File: src/rtl/line_anim_pkg.sv
// rtl/line_anim_pkg.sv - shared types and endpoint arithmetic for line_animator_multi
// Contents:
//   state_t     : sequencer state (S_LOAD, S_RUN, S_WAIT)
//   phase_t     : current pass over the lines (PH_DRAW, PH_ERASE)
//   line_coord  : one endpoint coordinate for line i at step s, in 32 bits;
//                 callers truncate the result to their coordinate width.
package line_anim_pkg;

    typedef enum logic [1:0] {
        S_LOAD = 2'd0,
        S_RUN  = 2'd1,
        S_WAIT = 2'd2
    } state_t;

    typedef enum logic {
        PH_DRAW  = 1'b0,
        PH_ERASE = 1'b1
    } phase_t;

    // base + i*space + s*delta + len, wrapping modulo 2^32.
    // Truncating the result to COORD_W bits gives the same value as doing
    // the whole sum modulo 2^COORD_W.
    function automatic logic [31:0] line_coord(
        input logic [31:0] i,
        input logic [31:0] s,
        input logic [31:0] base,
        input logic [31:0] space,
        input logic [31:0] delta,
        input logic [31:0] len
    );
        return base + i * space + s * delta + len;
    endfunction

endpackage

File: src/rtl/line_animator_multi_line_drawer.sv
// rtl/line_animator_multi_line_drawer.sv - Bresenham line walker, one pixel per clock
// Ports:
//   clk              : clock
//   reset            : synchronous, active-high; loads the endpoints and
//                      restarts the walk at (x0, y0)
//   x0, y0, x1, y1   : line endpoints, sampled while reset is high
//   x, y             : current pixel
//   finished         : high while the current pixel is the endpoint (x1, y1);
//                      the walker holds there until the next reset
module line_drawer #(
    parameter int COORD_W = 11
) (
    input  logic               clk,
    input  logic               reset,
    input  logic [COORD_W-1:0] x0,
    input  logic [COORD_W-1:0] y0,
    input  logic [COORD_W-1:0] x1,
    input  logic [COORD_W-1:0] y1,
    output logic [COORD_W-1:0] x,
    output logic [COORD_W-1:0] y,
    output logic               finished
);

    // The error term stays within +/-2^(COORD_W+1); doubling it needs one
    // more bit, and one more bit keeps the sign.
    localparam int EW = COORD_W + 4;

    logic [COORD_W-1:0]   x_q, y_q, x1_q, y1_q;
    logic signed [EW-1:0] err_q, dx_q, dy_q;
    logic                 sx_neg_q, sy_neg_q;

    logic [COORD_W-1:0]   adx, ady;
    logic signed [EW-1:0] dx_in, dy_in, e2, err_d;
    logic                 step_x, step_y;
    logic [COORD_W-1:0]   x_d, y_d;

    assign adx   = (x1 >= x0) ? (x1 - x0) : (x0 - x1);
    assign ady   = (y1 >= y0) ? (y1 - y0) : (y0 - y1);
    assign dx_in = $signed({4'b0000, adx});
    assign dy_in = -$signed({4'b0000, ady});

    assign finished = (x_q == x1_q) && (y_q == y1_q);

    always_comb begin
        e2     = err_q <<< 1;
        step_x = (e2 >= dy_q);
        step_y = (e2 <= dx_q);
        err_d  = err_q;
        x_d    = x_q;
        y_d    = y_q;
        if (step_x) begin
            err_d = err_d + dy_q;
            x_d   = sx_neg_q ? (x_q - COORD_W'(1)) : (x_q + COORD_W'(1));
        end
        if (step_y) begin
            err_d = err_d + dx_q;
            y_d   = sy_neg_q ? (y_q - COORD_W'(1)) : (y_q + COORD_W'(1));
        end
    end

    always_ff @(posedge clk) begin
        if (reset) begin
            x_q      <= x0;
            y_q      <= y0;
            x1_q     <= x1;
            y1_q     <= y1;
            dx_q     <= dx_in;
            dy_q     <= dy_in;
            err_q    <= dx_in + dy_in;
            sx_neg_q <= (x1 < x0);
            sy_neg_q <= (y1 < y0);
        end else if (!finished) begin
            x_q   <= x_d;
            y_q   <= y_d;
            err_q <= err_d;
        end
    end

    assign x = x_q;
    assign y = y_q;

endmodule

File: src/rtl/line_animator_multi.sv
// rtl/line_animator_multi.sv - animates NUM_LINES parallel segments through one line_drawer
// Ports:
//   clk          : clock
//   reset_n      : synchronous, active-low reset
//   update_event : one-cycle request to advance one step (queued when busy)
//   enable       : low holds the block in S_WAIT; a queued update is kept
//   x, y         : pixel coordinate, 0 when pixel_valid is low
//   pixel_color  : 1 draw, 0 erase
//   pixel_valid  : framebuffer write strobe
//   frame_done   : one-cycle pulse when every line has been drawn at a step
//   step         : current animation step
module line_animator_multi
    import line_anim_pkg::*;
#(
    parameter int COORD_W   = 11,
    parameter int NUM_LINES = 2,
    parameter int STEPS     = 128,
    parameter int DX        = 1,
    parameter int DY        = 1,
    parameter int LEN_X     = 10,
    parameter int LEN_Y     = 15,
    parameter int SPACE_X   = 0,
    parameter int SPACE_Y   = 20,
    parameter int BASE_X    = 0,
    parameter int BASE_Y    = 0
) (
    input  logic                     clk,
    input  logic                     reset_n,
    input  logic                     update_event,
    input  logic                     enable,
    output logic [COORD_W-1:0]       x,
    output logic [COORD_W-1:0]       y,
    output logic                     pixel_color,
    output logic                     pixel_valid,
    output logic                     frame_done,
    output logic [$clog2(STEPS)-1:0] step
);

    localparam int STEP_W = $clog2(STEPS);
    localparam int IDX_W  = (NUM_LINES > 1) ? $clog2(NUM_LINES) : 1;

    state_t             state_q, state_d;
    phase_t             phase_q, phase_d;
    logic [IDX_W-1:0]   idx_q, idx_d;
    logic [STEP_W-1:0]  step_q, step_d;
    logic               pending_q, pending_d;

    logic               run_valid, run_color, run_done;
    logic               accept;

    logic [COORD_W-1:0] lx0, ly0, lx1, ly1;
    logic [COORD_W-1:0] dr_x, dr_y;
    logic               dr_finished;
    logic               dr_reset;

    // Endpoints of line idx at the current step; they only change while the
    // drawer is being loaded, so they are stable for the whole walk.
    assign lx0 = COORD_W'(line_coord(32'(idx_q), 32'(step_q), BASE_X, SPACE_X, DX, 0));
    assign ly0 = COORD_W'(line_coord(32'(idx_q), 32'(step_q), BASE_Y, SPACE_Y, DY, 0));
    assign lx1 = COORD_W'(line_coord(32'(idx_q), 32'(step_q), BASE_X, SPACE_X, DX, LEN_X));
    assign ly1 = COORD_W'(line_coord(32'(idx_q), 32'(step_q), BASE_Y, SPACE_Y, DY, LEN_Y));

    assign dr_reset = ~reset_n | (state_q == S_LOAD);

    line_drawer #(
        .COORD_W (COORD_W)
    ) u_drawer (
        .clk      (clk),
        .reset    (dr_reset),
        .x0       (lx0),
        .y0       (ly0),
        .x1       (lx1),
        .y1       (ly1),
        .x        (dr_x),
        .y        (dr_y),
        .finished (dr_finished)
    );

    assign accept = (state_q == S_WAIT) && (update_event || pending_q) && enable;

    // An acceptance swallows a pulse arriving in the same cycle; any other
    // pulse, including one in the frame_done cycle, is remembered.
    assign pending_d = accept ? 1'b0 : (pending_q | update_event);

    always_comb begin
        state_d   = state_q;
        phase_d   = phase_q;
        idx_d     = idx_q;
        step_d    = step_q;
        run_valid = 1'b0;
        run_color = 1'b0;
        run_done  = 1'b0;
        case (state_q)
            S_LOAD: begin
                state_d = S_RUN;
            end
            S_RUN: begin
                run_valid = 1'b1;
                run_color = (phase_q == PH_DRAW);
                if (dr_finished) begin
                    if (idx_q != IDX_W'(NUM_LINES - 1)) begin
                        idx_d   = idx_q + IDX_W'(1);
                        state_d = S_LOAD;
                    end else if (phase_q == PH_ERASE) begin
                        // The erase pass ran at the old step; only now move on.
                        idx_d   = '0;
                        phase_d = PH_DRAW;
                        step_d  = (step_q == STEP_W'(STEPS - 1)) ? '0 : step_q + STEP_W'(1);
                        state_d = S_LOAD;
                    end else begin
                        run_done = 1'b1;
                        state_d  = S_WAIT;
                    end
                end
            end
            S_WAIT: begin
                if (accept) begin
                    idx_d   = '0;
                    phase_d = PH_ERASE;
                    state_d = S_LOAD;
                end
            end
            default: begin
                state_d = S_LOAD;
            end
        endcase
    end

    always_ff @(posedge clk) begin
        if (!reset_n) begin
            state_q   <= S_LOAD;
            phase_q   <= PH_DRAW;
            idx_q     <= '0;
            step_q    <= '0;
            pending_q <= 1'b0;
        end else begin
            state_q   <= state_d;
            phase_q   <= phase_d;
            idx_q     <= idx_d;
            step_q    <= step_d;
            pending_q <= pending_d;
        end
    end

    // Outputs are masked by reset_n so they read 0 while reset is held,
    // even before the first clock edge has loaded the state registers.
    assign pixel_valid = run_valid & reset_n;
    assign pixel_color = run_color & reset_n;
    assign frame_done  = run_done & reset_n;
    assign x           = pixel_valid ? dr_x : '0;
    assign y           = pixel_valid ? dr_y : '0;
    assign step        = reset_n ? step_q : '0;

endmodule

File: config.mk
export PLATFORM = sky130hd
export DESIGN_NAME = line_animator_multi
export DESIGN_NICKNAME = d
export VERILOG_FILES = /design/src/rtl/line_anim_pkg.sv /design/src/rtl/line_animator_multi_line_drawer.sv /design/src/rtl/line_animator_multi.sv
export SDC_FILE = /design/constraint.sdc
export NUM_CORES = 1
export LEC_CHECK = 0
export CORE_UTILIZATION = 40
export DETAILED_ROUTE_END_ITERATION = 16
export PLACE_DENSITY = 0.61
export SKIP_CTS_REPAIR_TIMING = 1
export SLEW_MARGIN = 20
export SYNTH_ARGS = -nofsm -noshare
export SYNTH_HDL_FRONTEND = slang
export SYNTH_SLANG_ARGS = --single-unit
File: constraint.sdc
create_clock -name clk -period 13.87 [get_ports clk]
set_input_delay 2.774 -clock clk [delete_from_list [all_inputs] [get_ports clk]]
set_output_delay 2.774 -clock clk [all_outputs]
set_load 0.05 [all_outputs]
==> out/results.tsv <==
stage	metric	value	unit
outcome	status	completed	
synthesis	post-synthesis sequential area ratio	0.301	
final_layout	multi-input logic area	0.00498	sq mm
worst_hold_path	Hold Crit Depth	1	
synthesis	FFs w/ async S/R, synth	0	
global_route	Total GRT Usage	0.193	
routing	DR pass1 iterations	4	
worst_setup_path	Worst Setup End Kind	output port	
cts	CTS clk-pin slew, worst paths	0.06	ns
synthesis	Post-Syn Instances	866	
timing	fin worst setup slack	5.52	ns
synthesis	Post-synth top cells	96 x ha_1, 84 x inv_1, 67 x edfxtp_1, 65 x a21oi_1, 59 x nand2_1	
routing	Avg WL per Cell	15.8	um
die	Core Box Area	0.0188	sq mm
worst_hold_path	Hold Crit Start	state_q[0]$_SDFFE_PN0P_	
pwr	Leakage	3.63	nW
routing	vias	6138	
final_layout	# fillers	1822	
placement	placed cells	1146	
job	maximum capacitance violations	0	
pwr	power consumption	0.736	mW
synthesis	EDFF count, synth	67	
worst_hold_path	end of the worst hold path	state_q[0]$_SDFFE_PN0P_	
global_route	vias in the first global route	5880	
cts	clock buffer depth	2	
routing	post-route ant nets	0	
routing	Starting DRT DRC Count	299	
synthesis	Yosys top cell by area	edfxtp_1	
final_layout	share of cells above drive strength 1	0.0676	
routing	drt drc	0	
timing	fmax	0.120	GHz
synthesis	Synth Register Bits	83	
synthesis	cell area after synthesis	0.00775	sq mm
worst_setup_path	Reg2Reg Depth	22	
synthesis	YS warnings	0	
global_route	Congestion Overflow GR	0	
placement	Detailed Place HPWL	14300	um
synthesis	Top FF cell, synth	edfxtp_1	
cts	cts bufs inserted	9	
worst_setup_path	startpoint types	input port	
die	die area	0.0199	sq mm
die	# rows	50	
worst_setup_path	arrival time worst endpoint	5.58	ns
timing	clk_skew	0.0105	ns
final_layout	Nets	1001	
die	io pins	36	
worst_setup_path	WP data required	11.10	ns
global_route	pin count of the biggest net entering global routing	69	
die	Die Y	141	um
timing	number of max-slew violations in the final report	0	
placement	Routability Congestion	0.820	
global_route	first-pass GRT wire length	29900	um
synthesis	top cells by area, synth	edfxtp_1 26%, ha_1 16%, xnor2_1 6.0%	
die	Chip Width	141	um
timing	slew of the pin with the lowest slew margin	0.936	ns
global_route	initial antenna violation count	0	
routing	vias per cell	5.28	
timing	unrepaired setup endpoints after global routing	false	
pwr	VDD IR max	0.0501	mV
worst_setup_path	CP Class	in -> out	
timing	worst hold margin	0.504	ns
final_layout	Layout Area Growth over Synthesis	12.0	%
timing	Tcrit/Tclk final	0.602	
routing	Post-Route WL	18400	um
final_layout	diode count	0	
cts	clock sink total	83	
placement	Port Buffer Count	35	
die	initial core utilization	0.411	
timing	max_slew headroom	0.369	
timing	final hold violation count	0	
worst_hold_path	Hold Crit Class	reg -> reg	
worst_setup_path	CP max FO	19	
cts	Root Driver	clkbuf_16	
worst_setup_path	reg2reg setup slack	7.74	ns
synthesis	syn_nets	970	
worst_setup_path	worst r2r dst	u_drawer.err_q[9]$_DFFE_PP_	
synthesis	distinct cell type count after synthesis	87	
timing	fin crit period	8.35	ns
pwr	pwr dens	84.8	mW/mm^2
synthesis	share of the synthesized area in the top cell type	0.260	
cts	CTS tree	done	
cts	htree depth	3	
worst_setup_path	worst reg2reg startpoint	step_q[4]$_SDFFE_PN0P_	
timing	Fin Setup TNS	0	ns
cts	clk_lat worst skew	0.35	ns
timing	# setup viols final	0	
synthesis	top-count cell post-synth	ha_1	
final_layout	Finished Layout Cells	1162	
synthesis	Syn Area/Cell	8.95	sq um
placement	Setup WS pre-CTS	5.47	ns
final_layout	Reg area	0.00233	sq mm
==> layout make-up <==
cell class                 instances  share of cell area
clock buffer                      13              0.0337
clock inverter                     3             0.00274
inverter                          86              0.0375
multi-input combinational        676               0.574
sequential                        83               0.269
tap                              260              0.0375
timing repair buffer              41              0.0456
==> routing by layer <==
| layer | vias up | GRT usage | share of wire |
|---|---|---|---|
| met1 | 2868 | 0.266 | 0.49 |
| li1 | 3170 | - | - |
| met4 | 0 | 0.0481 | 0.012 |
| met3 | 13 | 0.0238 | 0.030 |
| met5 | - | 0 | 0 |
| met2 | 87 | 0.317 | 0.46 |
==> worst max path at each step <==
stage,from,endpoint,slack (ns),cells past startpoint
global route,reset_n,y[7],5.27,5
detailed placement,reset_n,y[7],5.47,5
finish,reset_n,y[7],5.52,5
global placement,reset_n,y[7],5.54,5
floorplan,reset_n,frame_done,6.49,3
CTS,reset_n,y[7],5.47,5
==> flip-flops by register name (all words and copies together), names as in the netlist <==
register and count:
step_q 7, u_drawer.sy_neg_q 1, state_q 2, u_drawer.dx_q 7, u_drawer.x1_q 8, u_drawer.x 11, u_drawer.sx_neg_q 1, pending_q 1
u_drawer.y 11, u_drawer.y1_q 9, idx_q 1, u_drawer.err_q 14, phase_q 1, u_drawer.dy_q 9
==> kinds of logic (layout without fill, tap and decap cells) <==
logic type	Yosys count	count (layout)	synth area share
AOI/OAI and AO/OA	225	225	0.193
xor gates and xnor gates	86	86	0.101
adders and majority gates	100	100	0.165
buffers and inverters	107	143	0.0557
DFF	83	83	0.301
muxes	15	15	0.0195
other	2	2	0.000969
and+or+nand+nor	248	248	0.163
==> worst max-delay path, stage by stage <==
cell and delay, ns:
clkdlybuf4s50_1 0.75, nand2b_1 0.27, nor2_1 0.70, and2_1 0.25
clkdlybuf4s50_1 0.82
==> report_power, final <==
group / total, mW / internal (mW) / switching, mW
combinational: 0.183 / 0.0785 / 0.105
sequential: 0.299 / 0.283 / 0.0154
clock: 0.254 / 0.149 / 0.105
==> stage by stage <==
step           utilization  cell area, sq um
2_1_floorplan            -              7750
3_3_place_gp         0.444              8360
3_5_place_dp         0.444              8360
4_1_cts              0.461              8680
5_1_grt              0.461              8680
6_report             0.461              8680
==> cell usage in the layout (no fill, tap or decap), types with 3 or more instances in the layout <==
master and count:
and3_1 8, dfxtp_1 16, clkdlybuf4s50_1 35, a21oi_1 65, nand4_1 6, edfxtp_1 67, o21bai_1 3, nand2_1 59
a21o_1 13, xor2_1 30, a211oi_1 7, nor2b_1 10, a31oi_2 3, mux2i_1 14, nand3_1 13, and2_1 30
o21ai_0 56, xnor2_1 53, o21a_1 9, a31oi_1 7, o2111ai_1 3, nor3_1 30, ha_1 96, inv_1 84
o31a_1 4, clkbuf_16 11, a21boi_0 6, nor4_1 6, o211ai_1 5, or3_1 5, or2_2 3, nand3b_1 8
buf_4 6, fa_1 4, nor2_1 55, o31ai_1 7
Power figures use the tool's default switching activity.
